--- src/rtl/fetch_if.sv ---
// rtl/fetch_if.sv - instruction-memory and decoder handshake bundle for fetch_unit
interface fetch_if #(
  parameter int ADDR_W = 10
);
  logic              imem_req;
  logic [ADDR_W-1:0] imem_addr;
  logic              imem_valid;
  logic [15:0]       imem_rdata;
  logic [15:0]       instr;
  logic              instr_valid;
  logic              instr_ready;
  logic [1:0]        pc_sel;
  logic [15:0]       target;

  modport master (
    output imem_req, imem_addr, instr, instr_valid,
    input  imem_valid, imem_rdata, instr_ready, pc_sel, target
  );

  modport slave (
    input  imem_req, imem_addr, instr, instr_valid,
    output imem_valid, imem_rdata, instr_ready, pc_sel, target
  );
endinterface

--- src/rtl/fetch_unit.sv ---
// rtl/fetch_unit.sv - single-outstanding instruction fetch and PC sequencer with return stack
module fetch_unit #(
  parameter int          ADDR_W    = 10,
  parameter int          RAS_DEPTH = 4,
  parameter int unsigned RESET_PC  = 0
) (
  input  logic                           clk,
  input  logic                           rst_n,
  fetch_if.master                        bus,
  output logic [ADDR_W-1:0]              pc,
  output logic [$clog2(RAS_DEPTH):0]     ras_count,
  output logic                           ras_overflow,
  output logic                           ras_underflow
);
  localparam int PTR_W = $clog2(RAS_DEPTH);
  localparam int CNT_W = PTR_W + 1;
  localparam logic [ADDR_W-1:0] RESET_ADDR = RESET_PC[ADDR_W-1:0];

  typedef enum logic [1:0] {S_FETCH, S_WAIT, S_ISSUE} state_t;

  state_t            state;
  logic [ADDR_W-1:0] ras_mem [RAS_DEPTH];
  logic [PTR_W-1:0]  ras_top;   // next free slot; top entry lives at ras_top-1
  logic [PTR_W-1:0]  ras_top_m1;
  logic [ADDR_W-1:0] pc_inc;
  logic [ADDR_W-1:0] next_pc;
  logic              do_push;
  logic              do_pop;
  logic              pop_empty;
  logic              ras_full;
  logic              handshake;

  // Only the low ADDR_W bits of the decoder immediate form an address.
  logic unused_target_hi;
  assign unused_target_hi = ^bus.target[15:ADDR_W];

  // Next-PC selection from the decoder response for the held instruction.
  always_comb begin
    pc_inc     = pc + ADDR_W'(1);
    ras_top_m1 = ras_top - PTR_W'(1);
    ras_full   = (ras_count == CNT_W'(RAS_DEPTH));
    handshake  = (state == S_ISSUE) && bus.instr_ready;
    next_pc    = pc_inc;
    do_push    = 1'b0;
    do_pop     = 1'b0;
    pop_empty  = 1'b0;
    case (bus.pc_sel)
      2'b00: next_pc = pc_inc;
      2'b01: next_pc = bus.target[ADDR_W-1:0];
      2'b10: begin
        next_pc = bus.target[ADDR_W-1:0];
        do_push = 1'b1;
      end
      2'b11: begin
        if (ras_count == '0) begin
          next_pc   = pc_inc;
          pop_empty = 1'b1;
        end else begin
          next_pc = ras_mem[ras_top_m1];
          do_pop  = 1'b1;
        end
      end
    endcase
  end

  // Return-stack storage; a push when full lands on the oldest slot because the pointer wraps.
  always_ff @(posedge clk) begin
    if (rst_n && handshake && do_push) begin
      ras_mem[ras_top] <= pc_inc;
    end
  end

  // Fetch/issue sequencer with registered memory request and decoder-facing outputs.
  always_ff @(posedge clk) begin
    if (!rst_n) begin
      state           <= S_FETCH;
      pc              <= RESET_ADDR;
      bus.imem_req    <= 1'b0;
      bus.imem_addr   <= RESET_ADDR;
      bus.instr       <= 16'h0000;
      bus.instr_valid <= 1'b0;
      ras_top         <= '0;
      ras_count       <= '0;
      ras_overflow    <= 1'b0;
      ras_underflow   <= 1'b0;
    end else begin
      case (state)
        // Request is normally raised by the handshake that enters FETCH; only right
        // after reset does FETCH arrive with it low and need to raise it itself.
        S_FETCH: begin
          if (bus.imem_req) begin
            bus.imem_req <= 1'b0;
            state        <= S_WAIT;
          end else begin
            bus.imem_req  <= 1'b1;
            bus.imem_addr <= pc;
          end
        end
        S_WAIT: begin
          if (bus.imem_valid) begin
            bus.instr       <= bus.imem_rdata;
            bus.instr_valid <= 1'b1;
            state           <= S_ISSUE;
          end
        end
        S_ISSUE: begin
          if (bus.instr_ready) begin
            bus.instr_valid <= 1'b0;
            pc              <= next_pc;
            bus.imem_req    <= 1'b1;
            bus.imem_addr   <= next_pc;
            state           <= S_FETCH;
            if (do_push) begin
              ras_top <= ras_top + PTR_W'(1);
              if (ras_full) begin
                ras_overflow <= 1'b1;
              end else begin
                ras_count <= ras_count + CNT_W'(1);
              end
            end
            if (do_pop) begin
              ras_top   <= ras_top_m1;
              ras_count <= ras_count - CNT_W'(1);
            end
            if (pop_empty) begin
              ras_underflow <= 1'b1;
            end
          end
        end
        default: state <= S_FETCH;
      endcase
    end
  end
endmodule

--- src/flat_wrapper.sv ---
// flat-port wrapper written by rule: the top's interface ports become plain ports
module fetch_unit_flat 
#(
  parameter int          ADDR_W    = 10,
  parameter int          RAS_DEPTH = 4,
  parameter int unsigned RESET_PC  = 0
)
  (clk, rst_n, pc, ras_count, ras_overflow, ras_underflow, bus_imem_req, bus_imem_addr, bus_instr, bus_instr_valid, bus_imem_valid, bus_imem_rdata, bus_instr_ready, bus_pc_sel, bus_target);
  fetch_if #(.ADDR_W(ADDR_W)) bus_i ();
  input  logic clk;
  input  logic rst_n;
  output logic [ADDR_W-1:0] pc;
  output logic [$clog2(RAS_DEPTH):0] ras_count;
  output logic ras_overflow;
  output logic ras_underflow;
  output wire logic [$bits(bus_i.imem_req)-1:0] bus_imem_req;
  output wire logic [$bits(bus_i.imem_addr)-1:0] bus_imem_addr;
  output wire logic [$bits(bus_i.instr)-1:0] bus_instr;
  output wire logic [$bits(bus_i.instr_valid)-1:0] bus_instr_valid;
  input wire logic [$bits(bus_i.imem_valid)-1:0] bus_imem_valid;
  input wire logic [$bits(bus_i.imem_rdata)-1:0] bus_imem_rdata;
  input wire logic [$bits(bus_i.instr_ready)-1:0] bus_instr_ready;
  input wire logic [$bits(bus_i.pc_sel)-1:0] bus_pc_sel;
  input wire logic [$bits(bus_i.target)-1:0] bus_target;
  assign bus_imem_req = bus_i.imem_req;
  assign bus_imem_addr = bus_i.imem_addr;
  assign bus_instr = bus_i.instr;
  assign bus_instr_valid = bus_i.instr_valid;
  assign bus_i.imem_valid = bus_imem_valid;
  assign bus_i.imem_rdata = bus_imem_rdata;
  assign bus_i.instr_ready = bus_instr_ready;
  assign bus_i.pc_sel = bus_pc_sel;
  assign bus_i.target = bus_target;
  fetch_unit #(.ADDR_W(ADDR_W), .RAS_DEPTH(RAS_DEPTH), .RESET_PC(RESET_PC)) u_core (.clk(clk), .rst_n(rst_n), .bus(bus_i), .pc(pc), .ras_count(ras_count), .ras_overflow(ras_overflow), .ras_underflow(ras_underflow));
endmodule
--- config.mk ---
export PLATFORM = sky130hd
export DESIGN_NAME = fetch_unit_flat
export DESIGN_NICKNAME = d
export VERILOG_FILES = /design/src/rtl/fetch_if.sv /design/src/rtl/fetch_unit.sv /design/src/flat_wrapper.sv
export SDC_FILE = /design/constraint.sdc
export NUM_CORES = 1
export LEC_CHECK = 0
export ABC_AREA = 1
export CAP_MARGIN = 10
export CORE_UTILIZATION = 25
export CTS_CLUSTER_DIAMETER = 200
export DETAILED_ROUTE_END_ITERATION = 10
export GPL_ROUTABILITY_DRIVEN = 1
export PLACE_DENSITY_LB_ADDON = 0.1
export SYNTH_ARGS = -nofsm -noshare
export SYNTH_HDL_FRONTEND = slang
export SYNTH_SLANG_ARGS = --single-unit
--- constraint.sdc ---
create_clock -name clk -period 2.1 [get_ports clk]
set_clock_uncertainty 0.05 [all_clocks]
set_input_delay 0.21 -clock clk [delete_from_list [all_inputs] [get_ports clk]]
set_output_delay 0.21 -clock clk [all_outputs]
set_load 0.01 [all_outputs]
After elaboration in Yosys (flattened, before gate mapping)
Memories as Yosys holds them, arrays and structs flattened.
Cells that the tools add are included.
W data, S select, Z words.
{"block": "classes", "addsub": 5, "n_eq_ne": 11, "muxes": 27, "reduce_logical": 20}
{"operator": "$mux W10", "n": 3}
{"operator": "$pmux W10 S3", "n": 1}
{"operator": "$pmux W10 S2", "n": 1}
{"operator": "$reduce_and A3 Y1", "n": 5}
{"operator": "$mux W1", "n": 11}
{"operator": "$add A10 B1 Y10 const B", "n": 1}
{"operator": "$mux W2", "n": 5}
{"operator": "$mux W3", "n": 3}
{"operator": "$reduce_and A4 Y1", "n": 2}
{"operator": "$eq A2 B2 Y1 const B", "n": 3}
{"operator": "$ne A2 B2 Y1 const B", "n": 3}
{"operator": "$pmux W2 S3", "n": 1}
{"operator": "$reduce_and A2 Y1", "n": 3}
{"operator": "$reduce_bool A2 Y1", "n": 3}
{"operator": "$eq A2 B1 Y1 const B", "n": 2}
{"operator": "$logic_not A2 Y1", "n": 2}
{"operator": "$ne A2 B1 Y1 const B", "n": 2}
{"operator": "$pmux W1 S2", "n": 2}
{"operator": "$add A3 B1 Y3 const B", "n": 1}
{"operator": "$eq A3 B3 Y1 const B", "n": 1}
{"operator": "$logic_and A1 B1 Y1", "n": 3}
{"operator": "$logic_not A3 Y1", "n": 1}
{"operator": "$sub A3 B1 Y3 const B", "n": 1}
{"operator": "$add A2 B1 Y2 const B", "n": 1}
{"operator": "other kinds (2)", "n": 2}
{"block": "totals", "register_bits": 47, "ramBits": 40, "in_bits": 38, "out_inout_bits": 43, "word_cells": 74, "memories": 1}
{"name": "u_core.ras_mem", "depth": 4, "width": 10, "read_ports": 1, "rd_clocked_by_memory_dff": 0, "write_ports": 1, "line": "fetch_unit.sv:22", "source": "logic [ADDR_W-1:0] ras_mem [RAS_DEPTH];"}

Depth between registers and ports, before layout
Gate-level depths: netlist (run 1).
{"block": "depth", "depth_word": 6, "ltp_mapped": 11, "mapped_depth_nobuf": 10}

Worst setup path before layout (run 1)
OpenSTA, ideal clock, no wires.
{"block": "synth_timing", "kind": "register -> register", "start": "register u_core.ras_top[0]", "end": "register u_core.pc[8]", "setup_time_ps": 115, "arrival_time_ps": 1717, "t_required_ps": 1935, "slack_ps": 217, "path_stages_with_launch": 12, "path_buffers": 2, "synth_period_minus_slack_ps": 1883, "path_cell_list": "dfxtp_1 inv_2 buf_2 ha_1 clkbuf_1 nand3_1 nand3_1 nand2_1 nand2_1 nand2_1 o21ai_0 inv_1"}
{"block": "synth_between", "elab_chain_len": 4}
{"item": "start, declared", "line": "fetch_unit.sv:23", "source": "logic [PTR_W-1:0] ras_top;"}
{"item": "start signal, assigned", "line": "fetch_unit.sv:114", "source": "ras_top <= ras_top + PTR_W'(1);"}
{"item": "start signal, assigned", "line": "fetch_unit.sv:122", "source": "ras_top <= ras_top_m1;"}
{"item": "$sub A2 B1 Y2", "line": "fetch_unit.sv:40", "source": "ras_top_m1 = ras_top - PTR_W'(1);"}
{"item": "$mem_v2 Z4 W10"}
{"item": "$mux W10", "line": "fetch_unit.sv:55", "source": "if (ras_count == '0) begin"}
{"item": "$pmux W10 S3", "line": "fetch_unit.sv:47", "source": "case (bus.pc_sel)"}
{"item": "end signal, assigned", "line": "fetch_unit.sv:109", "source": "pc <= next_pc;"}
{"item": "end, declared", "line": "fetch_unit.sv:10", "source": "output logic [ADDR_W-1:0] pc,"}
No other way between the ends.
A chain may end at the register's enable or synchronous reset.

Final worst setup path (run 1)
{"block": "layout_timing", "start": "register u_core.ras_top[1]", "end": "register u_core.bus.imem_addr[2]"}
{"block": "layout_between", "elab_chain_len": 6}
{"item": "$sub A2 B1 Y2", "line": "fetch_unit.sv:40"}
{"item": "$mem_v2 Z4 W10"}
{"item": "$mux W10", "line": "fetch_unit.sv:55"}
{"item": "$pmux W10 S3", "line": "fetch_unit.sv:47"}
{"item": "$mux W10", "line": "fetch_unit.sv:107", "source": "if (bus.instr_ready) begin"}
{"item": "$pmux W10 S2", "line": "fetch_unit.sv:87", "source": "case (state)"}
{"item": "end signal, assigned", "line": "fetch_unit.sv:96", "source": "bus.imem_addr <= pc;"}
{"item": "end signal, assigned", "line": "fetch_unit.sv:111", "source": "bus.imem_addr <= next_pc;"}
{"item": "end, declared", "line": "fetch_if.sv:16", "source": "output imem_req, imem_addr, instr, instr_valid,"}
No other way between the ends. The select of a mux whose other input is x is not followed.

==> results of run 1 <==
## repair_timing
action	4_1_cts	5_1_grt
buffers inserted	0	0
resized for setup	0	1
setup endpoints to repair	0	2
## through the flow
stage                     hold slack, ps  utilization  worst slack (ps)
after floorplan                      273            -               217
after global placement               381        0.321              98.3
after detailed placement             385        0.321               106
after CTS                            392        0.340               145
after global routing                 402        0.340              88.6
final                                391        0.340               267
## cells by family (layout without fill, tap and decap cells)
| kind of cell | Yosys count | after routing |
|---|---|---|
| fa+ha+maj | 9 | 9 |
| simple gates | 186 | 186 |
| flops | 87 | 87 |
| buf+inv | 92 | 177 |
| xor+xnor | 6 | 6 |
| compound gates | 98 | 98 |
## layer usage
metal | part of all wire | global-route usage
met3 | 0.045 | 0.0376
met1 | 0.48 | 0.179
met4 | 0.017 | 0.0581
met2 | 0.45 | 0.212
met5 | 0 | 0
## critical path: stages (launching register included)
cell and delay [ps]:
dfxtp_1 380, inv_1 80, ha_1 340, clkinvlp_4 240
nand3_1 160, nand3_1 110, nand2_1 80, nand2_1 50
nand2_1 100, nand2_1 60, a21oi_1 120
## where the power goes
part	total, mW	internal, mW	switching (mW)	leakage, nW
clock network	1.62	0.921	0.697	0.136
logic	0.764	0.359	0.405	1.25
registers	1.95	1.88	0.0667	0.751
total	4.33	3.16	1.17	2.13
## cells in the final DEF (no fill, tap or decap), types with 2 or more instances in the layout
cell / instances
nand2_1: 120
clkdlybuf4s50_1: 74
inv_1: 66
dfxtp_1: 47
o21ai_0: 45
edfxtp_1: 40
nand3_1: 39
a21oi_1: 37
buf_4: 15
nor2_1: 10
clkbuf_16: 9
ha_1: 8
a21oi_2: 6
xor2_1: 5
o21ai_1: 5
and2_1: 4
inv_2: 4
nor2_4: 3
nand2_2: 3
clkinvlp_4: 3
nor3_2: 2
nand2_4: 2
## Yosys cell counts (2+ instances only)
cell	n	area (sq um)
nand2_2	3	18.8
dfxtp_1	47	941
nor3_2	2	20.0
edfxtp_1	40	1200
inv_2	4	15.0
nand2_4	2	22.5
nor2_4	3	33.8
buf_2	6	30.0
nand2_1	120	450
ha_1	8	100
a21oi_2	6	52.6
o21ai_0	45	225
and2_1	4	25.0
inv_1	66	248
buf_6	2	22.5
nor2_1	10	37.5
a21oi_1	37	185
xor2_1	5	43.8
o21ai_1	5	25.0
nand3_1	39	195
clkbuf_1	10	37.5
## worst paths after layout
check	start	end	cells after the start
worst min-delay path	u_core.bus.instr[8]	u_core.bus.instr[8]	2
worst min register to register	u_core.bus.instr[8]	u_core.bus.instr[8]	2
worst max-delay path	u_core.ras_top[1]	u_core.bus.imem_addr[2]	10
worst max register to register	u_core.ras_top[1]	u_core.bus.imem_addr[2]	10
## cell type report
cell class,count,area [sq um],area share
flip-flops and latches,87,2140,0.396
clock buffers,9,225,0.0417
repair buffers,90,873,0.162
well taps,216,270,0.0500
clock inverters,7,71.3,0.0132
multi-input cells,299,1550,0.287
inverters,71,270,0.0500
## registers in the layout, indices dropped and copies added, names as in the netlist
| name | cells |
|---|---|
| u_core.bus.instr_valid | 1 |
| u_core.state | 2 |
| u_core.ras_count | 3 |
| u_core.bus.imem_addr | 10 |
| u_core.ras_mem | 40 |
| u_core.ras_underflow | 1 |
| u_core.pc | 10 |
| u_core.bus.instr | 16 |
| u_core.ras_top | 2 |
| u_core.bus.imem_req | 1 |
| u_core.ras_overflow | 1 |
==> metrics.md, run 1 <==
| Metric | Value |
|---|---|
| Outcome | `complete, no violations` |
| Final net count | `605` |
| GR Util All Layers | `0.137` |
| Die area | `16,800 sq um` |
| Crit end category | `flip-flop` |
| Hold Path Class | `flip-flop to flip-flop` |
| Core region area | `15,900 sq um` |
| Row count | `46` |
| Cell area power density | `801 nW/um^2` |
| TritonCTS buffer count | `9` |
| Clock Sink Count | `87` |
| Antenna viol nets, final | `0` |
| Critical Path Source Type | `flip-flop` |
| Peak VDD IR | `477 uV` |
| Crit-path max FO | `10` |
| Main synth FF type | `dfxtp_1` |
| CTS clk-pin slew, worst paths | `60 ps` |
| Flop-to-flop setup slack | `270 ps` |
| Via/cell ratio | `4.20` |
| DRC viols | `0` |
| Initial core utilization | `0.256` |
| Arrival time worst endpoint | `2060 ps` |
| Post-Syn Area | `4070 sq um` |
| Synthesis-to-layout area growth | `32.9%` |
| Max Freq | `0.546 GHz` |
| Tmin final | `1830 ps` |
| Diode count | `0` |
| Yosys warnings | `0` |
| Post-synthesis cell count | `478` |
| Slew Viols, Final | `0` |
| CTS Hold Bufs | `0` |
| Cell Area, Placed | `5100 sq um` |
| Area share of fa/ha/maj cells after synthesis | `0.0295` |
| Layout cells sized above 1 | `0.103` |
| Maxcap violations | `0` |
| WL final | `10,400 um` |
| Filler Cells Inserted | `1,687` |
| Syn Area/Cell | `8.50 sq um` |
| DR vias | `3,270` |
| Fin crit share | `0.873` |
| Total power draw | `4.33 mW` |
| Largest net degree at the start of global routing | `25` |
| Unrepaired setup endpoints after global routing | `no` |
| Post-synth ARST share | `0` |
| IO buf count | `74` |
| Post-Synth Simple-Gate Area | `0.203` |
| Slew headroom | `0.585` |
| Slew @ Worst Pin | `622 ps` |
| Sequential fraction of the synthesis area | `0.527` |
| DRT Pass-1 Iters | `4` |
| Die extent in y | `130 um` |
| Mapped Nets | `525` |
| XOR/XNOR Fraction of Synth Area | `0.0148` |
| Compound-gate portion of the synthesized area | `0.134` |
| Worst setup path category | `flip-flop to flip-flop` |
| Starting DRC count in detailed routing | `137` |
| Vias in the first global route | `3,256` |
| Largest family of logic cells by synthesized area | `simple AND/OR/NAND/NOR gates` |
| Post-synth EDFFs | `40` |
| RePlAce Congestion | `0.741` |
| Setup tns final | `0 ps` |
| TritonCTS clock tree | `yes` |
| Die X | `130 um` |
| Placed cell count | `763` |
| Worst skew pair latency | `350 ps` |
| Initial antenna violation count | `0` |
| GRT overflow | `0` |
| Mux contribution to synthesized area | `0` |
| Max clock buf depth | `2` |
| Global-route wire length before repair | `17,000 um` |
| Design area | `5400 sq um` |
| Dpl hpwl | `7340 um` |
| #FFs+latches synth | `87` |
| Post-route insts no fill | `779` |
| H-tree level count | `3` |
| CP Data Required Time | `2330 ps` |
| Count of cell types in the netlist | `35` |
| Routed len/inst | `13.4 um` |
| I/O pin count | `81` |
| Final setup fails | `0` |
| Root buf cell | `clkbuf_16` |
| Hold Violations, Final | `0` |
| Leakage | `2.13 nW` |
(Power assumes the default switching activity.)
==> run 2, diff against run 1 <==
--- a/config.mk
+++ b/config.mk
@@ -11,6 +11,7 @@
 export CTS_CLUSTER_DIAMETER = 200
 export DETAILED_ROUTE_END_ITERATION = 10
 export GPL_ROUTABILITY_DRIVEN = 1
+export GPL_TIMING_DRIVEN = 0
 export PLACE_DENSITY_LB_ADDON = 0.1
 export SYNTH_ARGS = -nofsm -noshare
 export SYNTH_HDL_FRONTEND = slang
==> run 2 against run 1 <==
- die area unchanged
- non-clock buffer count rose by 4
- register-to-register slack got worse by 240 ps
- total power up 1.2%
- wire length increased by 5.9%
- sequential power is essentially flat
- critical path depth down 4
==> metrics.md, run 2 (synthesis gave the netlist of run 1 again) <==
| Metric | Value |
|---|---|
| Die extent in y | `130 um` |
| Crit-path max FO | `10` |
| CTS clk-pin slew, worst paths | `60 ps` |
| Routed len/inst | `14.1 um` |
| H-tree level count | `3` |
| Diode count | `0` |
| Buf+Inv Stages, Crit Path | `2` |
| Critical Path Source Type | `flip-flop` |
| Crit end category | `flip-flop` |
| Max clock buf depth | `2` |
| Root buf cell | `clkbuf_16` |
| CP Data Required Time | `2020 ps` |
| IO buf count | `74` |
| Biggest regs | `u_core.ras_mem: 40 flops, u_core.bus.instr: 16 flops` |
| Clock Sink Count | `87` |
| Commonest cells after routing, fill and taps aside | `120 x nand2_1, 74 x clkdlybuf4s50_1, 66 x inv_1` |
| CP Depth | `6` |
| Clock power frac | `0.375` |
| Hold Violations, Final | `0` |
| Worst skew pair latency | `350 ps` |
| Unrepaired setup endpoints after global routing | `yes` |
| RePlAce Congestion | `0.741` |
| Row count | `46` |
| Leakage | `2.13 nW` |
| Fin crit share | `0.987` |
| WHS | `397 ps` |
| Max stage delay cell, worst path | `nor2_2` |
| Max Freq | `0.482 GHz` |
| Maxcap violations | `0` |
| Net Sw Frac | `0.267` |
| Cell area power density | `809 nW/um^2` |
| Worst Reg-to-Reg Cells | `6` |
| Commonest non-fill, non-tap cell in the layout | `nand2_1` |
| Global-route wire length before repair | `17,700 um` |
| DRC viols | `0` |
| Core region area | `15,900 sq um` |
| Peak VDD IR | `384 uV` |
| Arrival time worst endpoint | `2000 ps` |
| Slew headroom | `0.548` |
| TritonCTS buffer count | `9` |
| Final net count | `609` |
| DR vias | `3,323` |
| Worst setup path category | `flip-flop to flip-flop` |
| Slew @ Worst Pin | `678 ps` |
| Layout cells sized above 1 | `0.102` |
| Number of flip-flops in the largest register | `40` |
| Initial core utilization | `0.256` |
| Final setup fails | `0` |
| DRT Pass-1 Iters | `4` |
| I/O pin count | `81` |
| Util after Layout | `0.341` |
| Vias in the first global route | `3,442` |
| GR Util All Layers | `0.143` |
| Most flops, register | `u_core.ras_mem` |
| Logic gate share of total power | `0.180` |
| Tmin final | `2070 ps` |
| Initial antenna violation count | `0` |
| Top delay family on crit path | `simple AND/OR/NAND/NOR gates` |
| Int Pwr | `3.21 mW` |
| Synthesis-to-layout area growth | `33.2%` |
| Worst path cell trace | `inv_1 -> nor2_4 -> nand2_4 -> inv_1 -> nand3_1 -> nor2_2` |
| Worst hold path stage count | `2` |
| GRT overflow | `0` |
| Die area | `16,800 sq um` |
| Dpl hpwl | `8120 um` |
| Outcome | `complete, no violations` |
| Starting DRC count in detailed routing | `166` |
| WL final | `11,000 um` |
| Antenna viol nets, final | `0` |
| Largest net degree at the start of global routing | `16` |
| Setup bufs post-CTS | `0` |
| Via/cell ratio | `4.24` |
| Hold Path Class | `flip-flop to flip-flop` |
| Die X | `130 um` |
| Cell repeated most along the worst path | `inv_1` |
| Sequential power share | `0.445` |
| Slowest Stage Delay on Critical Path | `630 ps` |
| TritonCTS clock tree | `yes` |
| Filler Cells Inserted | `1,709` |
| Switching power | `1.17 mW` |
| Slew Viols, Final | `0` |
[run 2: changes by cell type in the layout (fill, tap and decap cells not counted), moves of 2 or more]
cell | before | now
buf_4 | 15 | 1
clkbuf_1 | 0 | 10
buf_2 | 0 | 5
nor2_1 | 10 | 6
nor2_2 | 1 | 5
buf_6 | 0 | 2
clkbuf_8 | 0 | 2
clkinvlp_4 | 3 | 1
[run 2: area by class of cell]
cell class / instances / area [sq um] / area share
plain buffers: 20 / 111 / 0.0206
clock buffers: 11 / 243 / 0.0448
clock inverters: 5 / 66.3 / 0.0122
inverters: 71 / 269 / 0.0497
multi-input cells: 299 / 1570 / 0.290
flip-flops and latches: 87 / 2140 / 0.396
repair buffers: 74 / 741 / 0.137
well taps: 216 / 270 / 0.0499
[run 2: metrics by stage]
stage | cell area [sq um] | worst slack (ps) | total power [mW] | TNS (ps) | instances
final | 5420 | 27.4 | 4.38 | 0 | 783
after global routing | 5420 | -131 | 4.62 | -4110 | 783
after CTS | 5400 | -241 | 4.46 | -6070 | 784
after detailed placement | 5080 | -436 | 2.78 | -22040 | 768
after global placement | 5080 | -457 | 2.78 | -22750 | 768
after floorplan | 4070 | 217 | 2.38 | 0 | 478
[run 2: power groups by stage]
| stage | Combinational [mW] | Sequential, mW | Clock [mW] |
|---|---|---|---|
| detailed placement | 0.790 | 1.99 | 0 |
| global route | 0.880 | 1.96 | 1.77 |
| global placement | 0.798 | 1.98 | 0 |
| CTS | 0.798 | 1.95 | 1.71 |
| floorplan | 0.355 | 2.03 | 0 |
| finish | 0.787 | 1.95 | 1.64 |
[run 2: layer usage]
layer,track usage,share of wire,up-vias,routed length (um)
li1,-,-,1717,-
met4,0.0657,0.018,0,194
met2,0.238,0.48,58,5260
met1,0.177,0.47,1534,5160
met3,0.0322,0.038,14,419
met5,0,0,-,0
[run 2: worst paths after layout]
path | from | slack, ps | endpoint
hold / removal | u_core.bus.instr[7] | 400 | u_core.bus.instr[7]
setup reg to reg | u_core.state[1] | 30 | u_core.ras_mem[2][0]
hold reg to reg | u_core.bus.instr[7] | 400 | u_core.bus.instr[7]
setup / recovery | u_core.state[1] | 30 | u_core.ras_mem[2][0]
[run 2: worst min-delay path: stages (launching register included)]
cell and delay (ps):
dfxtp_1 310, inv_1 40, a21oi_1 50
[run 2: repair_timing]
| item | in CTS | in global routing |
|---|---|---|
| hold buffers | 0 | 0 |
| resized for setup | 6 | 5 |
| setup endpoints to repair | 61 | 60 |
==> run 3, diff against run 2 <==
--- a/config.mk
+++ b/config.mk
@@ -5,12 +5,12 @@
 export SDC_FILE = /design/constraint.sdc
 export NUM_CORES = 1
 export LEC_CHECK = 0
-export ABC_AREA = 1
+export ABC_AREA = 0
 export CAP_MARGIN = 10
 export CORE_UTILIZATION = 25
 export CTS_CLUSTER_DIAMETER = 200
 export DETAILED_ROUTE_END_ITERATION = 10
-export GPL_ROUTABILITY_DRIVEN = 1
+export GPL_ROUTABILITY_DRIVEN = 0
 export GPL_TIMING_DRIVEN = 0
 export PLACE_DENSITY_LB_ADDON = 0.1
 export SYNTH_ARGS = -nofsm -noshare
==> constraint.sdc (replaced) <==
create_clock -name clk -period 2.1 [get_ports clk]
set_clock_uncertainty 0.05 [all_clocks]
set_input_delay 0.21 -clock clk [delete_from_list [all_inputs] [get_ports clk]]
set_output_delay 0.21 -clock clk [all_outputs]
set_load 0.02 [all_outputs]
==> run 3 against run 2 <==
- sequential power shrank 5%
- total power down 11%
- register-to-register slack gained 60 ps
- non-clock buffer count up 5
- global-route usage fell by 0.44 points
- clock power is 5% lower
- critical path type unchanged
- critical endpoint is now u_core.bus.imem_addr[4]
- highest routed layer unchanged
==> metrics.md, run 3 <==
| Metric | Value |
|---|---|
| Die area | `15,900 sq um` |
| Logic gate share of total power | `0.127` |
| Syn Area/Cell | `11.5 sq um` |
| Layout cells sized above 1 | `0.172` |
| TritonCTS clock tree | `yes` |
| Worst Reg-to-Reg Cells | `8` |
| Largest net degree at the start of global routing | `18` |
| Main synth FF type | `dfxtp_1` |
| Slowest Stage Delay on Critical Path | `370 ps` |
| Peak VDD IR | `317 uV` |
| Synthesis-to-layout area growth | `37.2%` |
| Maxcap violations | `0` |
| Slew Viols, Final | `0` |
| Via/cell ratio | `4.73` |
| Final net count | `471` |
| Yosys warnings | `0` |
| Buf+Inv Stages, Crit Path | `3` |
| Die extent in y | `126 um` |
| Net Sw Frac | `0.267` |
| Leakage | `1.78 nW` |
| Post-Syn Area | `3840 sq um` |
| RR Startpoint | `u_core.ras_top[0]` |
| Dpl hpwl | `7680 um` |
| DRT Pass-1 Iters | `4` |
| Starting DRC count in detailed routing | `206` |
| Slew @ Worst Pin | `703 ps` |
| IO buf count | `73` |
| Post-synth EDFFs | `40` |
| GR Util All Layers | `0.139` |
| Post-synth top area share | `0.312` |
| Outcome | `complete, no violations` |
| Mapped Nets | `380` |
| Clock Sink Count | `87` |
| DR vias | `2,898` |
| Max stage delay cell, worst path | `dfxtp_4` |
| Flop-to-flop setup slack | `80 ps` |
| CP Depth | `8` |
| Cell area power density | `742 nW/um^2` |
| Int Pwr | `2.87 mW` |
| Post-synth ARST share | `0` |
| Tmin final | `2020 ps` |
| Vias in the first global route | `2,887` |
| Antenna viol nets, final | `0` |
| Commonest cells after routing, fill and taps aside | `73 x clkdlybuf4s50_1, 48 x nand2_1, 41 x dfxtp_1` |
| Cell Area, Placed | `4810 sq um` |
| Row count | `44` |
| Hold Violations, Final | `0` |
| Max clock buf depth | `2` |
| Max Freq | `0.496 GHz` |
| CTS clk-pin slew, worst paths | `70 ps` |
| GRT overflow | `0` |
| Root buf cell | `clkbuf_16` |
| H-tree level count | `3` |
| Most common cell in the synthesized netlist | `nand2_1` |
| Die X | `126 um` |
| R2r endpoint | `u_core.bus.imem_addr[4]` |
| Number of flip-flops in the largest register | `40` |
| Worst skew pair latency | `350 ps` |
| Worst setup path category | `flip-flop to flip-flop` |
| Top delay family on crit path | `compound AO/OA/AOI/OAI gates` |
| Arrival time worst endpoint | `2190 ps` |
| Leading area contributor after synthesis | `edfxtp_1` |
| Most flops, register | `u_core.ras_mem` |
| Synth top area cells | `edfxtp_1 31%, dfxtp_1 24%, mux4_2 4.7%` |
| Routed len/inst | `17.2 um` |
| Post-synthesis cell count | `333` |
| Slew headroom | `0.529` |
| Worst path cell trace | `buf_12 -> inv_2 -> ha_4 -> buf_4 -> mux4_2 -> and2_0 -> a221oi_4 -> o221ai_1` |
| Design area | `5280 sq um` |
| Critical Path Source Type | `flip-flop` |
| Crit end category | `flip-flop` |
| TritonCTS buffer count | `9` |
| Switching power | `1.04 mW` |
| Initial core utilization | `0.261` |
| Setup crit start | `u_core.ras_top[0]` |
| Fin crit share | `0.960` |
| Crit-path max FO | `4` |
| #FFs+latches synth | `87` |
| Post-route insts no fill | `613` |
| Sequential power share | `0.474` |
| Count of cell types in the netlist | `58` |
| Unrepaired setup endpoints after global routing | `no` |
| Global-route wire length before repair | `16,400 um` |
| CP Data Required Time | `2270 ps` |
| Initial antenna violation count | `0` |
| Sequential fraction of the synthesis area | `0.557` |
| Final setup fails | `0` |
| Core region area | `14,800 sq um` |
| Crit path capture | `u_core.bus.imem_addr[4]` |
| Placed cell count | `590` |
| Commonest non-fill, non-tap cell in the layout | `clkdlybuf4s50_1` |
| I/O pin count | `81` |
| Most frequent cells after synthesis | `48 x nand2_1, 47 x dfxtp_1, 40 x edfxtp_1` |
| Diode count | `0` |
| DRC viols | `0` |
| Clock power frac | `0.399` |
| WHS | `308 ps` |
| Biggest regs | `u_core.ras_mem: 40 flops, u_core.bus.instr: 16 flops` |
| Util after Layout | `0.358` |
| Hold Path Class | `input port to flip-flop` |
| WL final | `10,600 um` |
-- run 3: cell count changes after synthesis, sizes merged, moves of 7 or more --
cell / delta
a21boi: +18
a21oi: -32
and2: +8
inv: -59
mux4: +10
nand2: -77
nand3: -32
o21ai: -34
xnor2: +7
-- run 3: power groups by stage --
stage | clock [mW] | combinational, mW | sequential (mW)
final | 1.56 | 0.498 | 1.85
after global routing | 1.68 | 0.540 | 1.86
after CTS | 1.62 | 0.499 | 1.85
after detailed placement | 0 | 0.482 | 1.89
after global placement | 0 | 0.483 | 1.89
after floorplan | 0 | 0.200 | 1.94
-- run 3: routing by layer --
layer / vias to the layer above / global-route usage / wire [um]
li1: 1404 / - / -
met1: 1399 / 0.173 / 4600
met2: 81 / 0.224 / 5060
met3: 14 / 0.0476 / 715
met4: 0 / 0.0468 / 171
met5: - / 0 / 0
-- run 3: kinds of logic (layout without fill, tap and decap cells) --
group	after synthesis	count (layout)	share of synthesized area
AO/OA/AOI/OAI	80	80	0.146
XOR/XNOR	10	10	0.0247
adder cells (fa/ha/maj)	9	9	0.0312
buffers and inverters	30	126	0.0345
flip-flops	87	87	0.557
multiplexers	11	11	0.0631
AND/OR/NAND/NOR	106	106	0.143
-- run 3: final cells by class --
class                      count  area, sq um
clock inverter                 7         67.6
sequential                    87         2150
inverter                      11         41.3
tap                          184          230
fill                        1500         9480
multi-input combinational    216         1650
buffer                        19          119
timing repair buffer          80          787
clock buffer                   9          225
-- run 3: how the worst min path moves through the flow --
stage               slack (ps)  cells past startpoint                      end            startpoint
finish                     310                      3  u_core.bus.imem_addr[8]                 rst_n
global route               320                      3  u_core.bus.imem_addr[8]                 rst_n
CTS                        300                      3  u_core.bus.imem_addr[8]                 rst_n
detailed placement         410                      1      u_core.ras_overflow   u_core.ras_overflow
global placement           400                      2     u_core.bus.instr[10]  u_core.bus.instr[10]
floorplan                  300                      2     u_core.bus.instr[10]    bus_imem_rdata[10]
-- run 3: stage by stage --
stage / power, mW / worst slack [ps] / TNS, ps
4_1_cts: 3.97 / -96.3 / -3180
2_1_floorplan: 2.14 / 33.5 / 0
3_3_place_gp: 2.37 / -530 / -25870
3_5_place_dp: 2.37 / -514 / -26310
6_report: 3.91 / 83.3 / 0
5_1_grt: 4.08 / 3.20 / 0
-- run 3: worst register-to-register path, cell delays in order, from the launching register on --
cell	delay, ps
dfxtp_4	370
buf_12	100
inv_2	40
ha_4	300
buf_4	110
mux4_2	290
and2_0	200
a221oi_4	280
o221ai_1	150
-- run 3: timing repair --
action                     CTS  global route
pin swaps                    1             2
hold buffers                 0             0
setup buffers                2             5
setup endpoints to repair   60            53
resized for setup           21            17
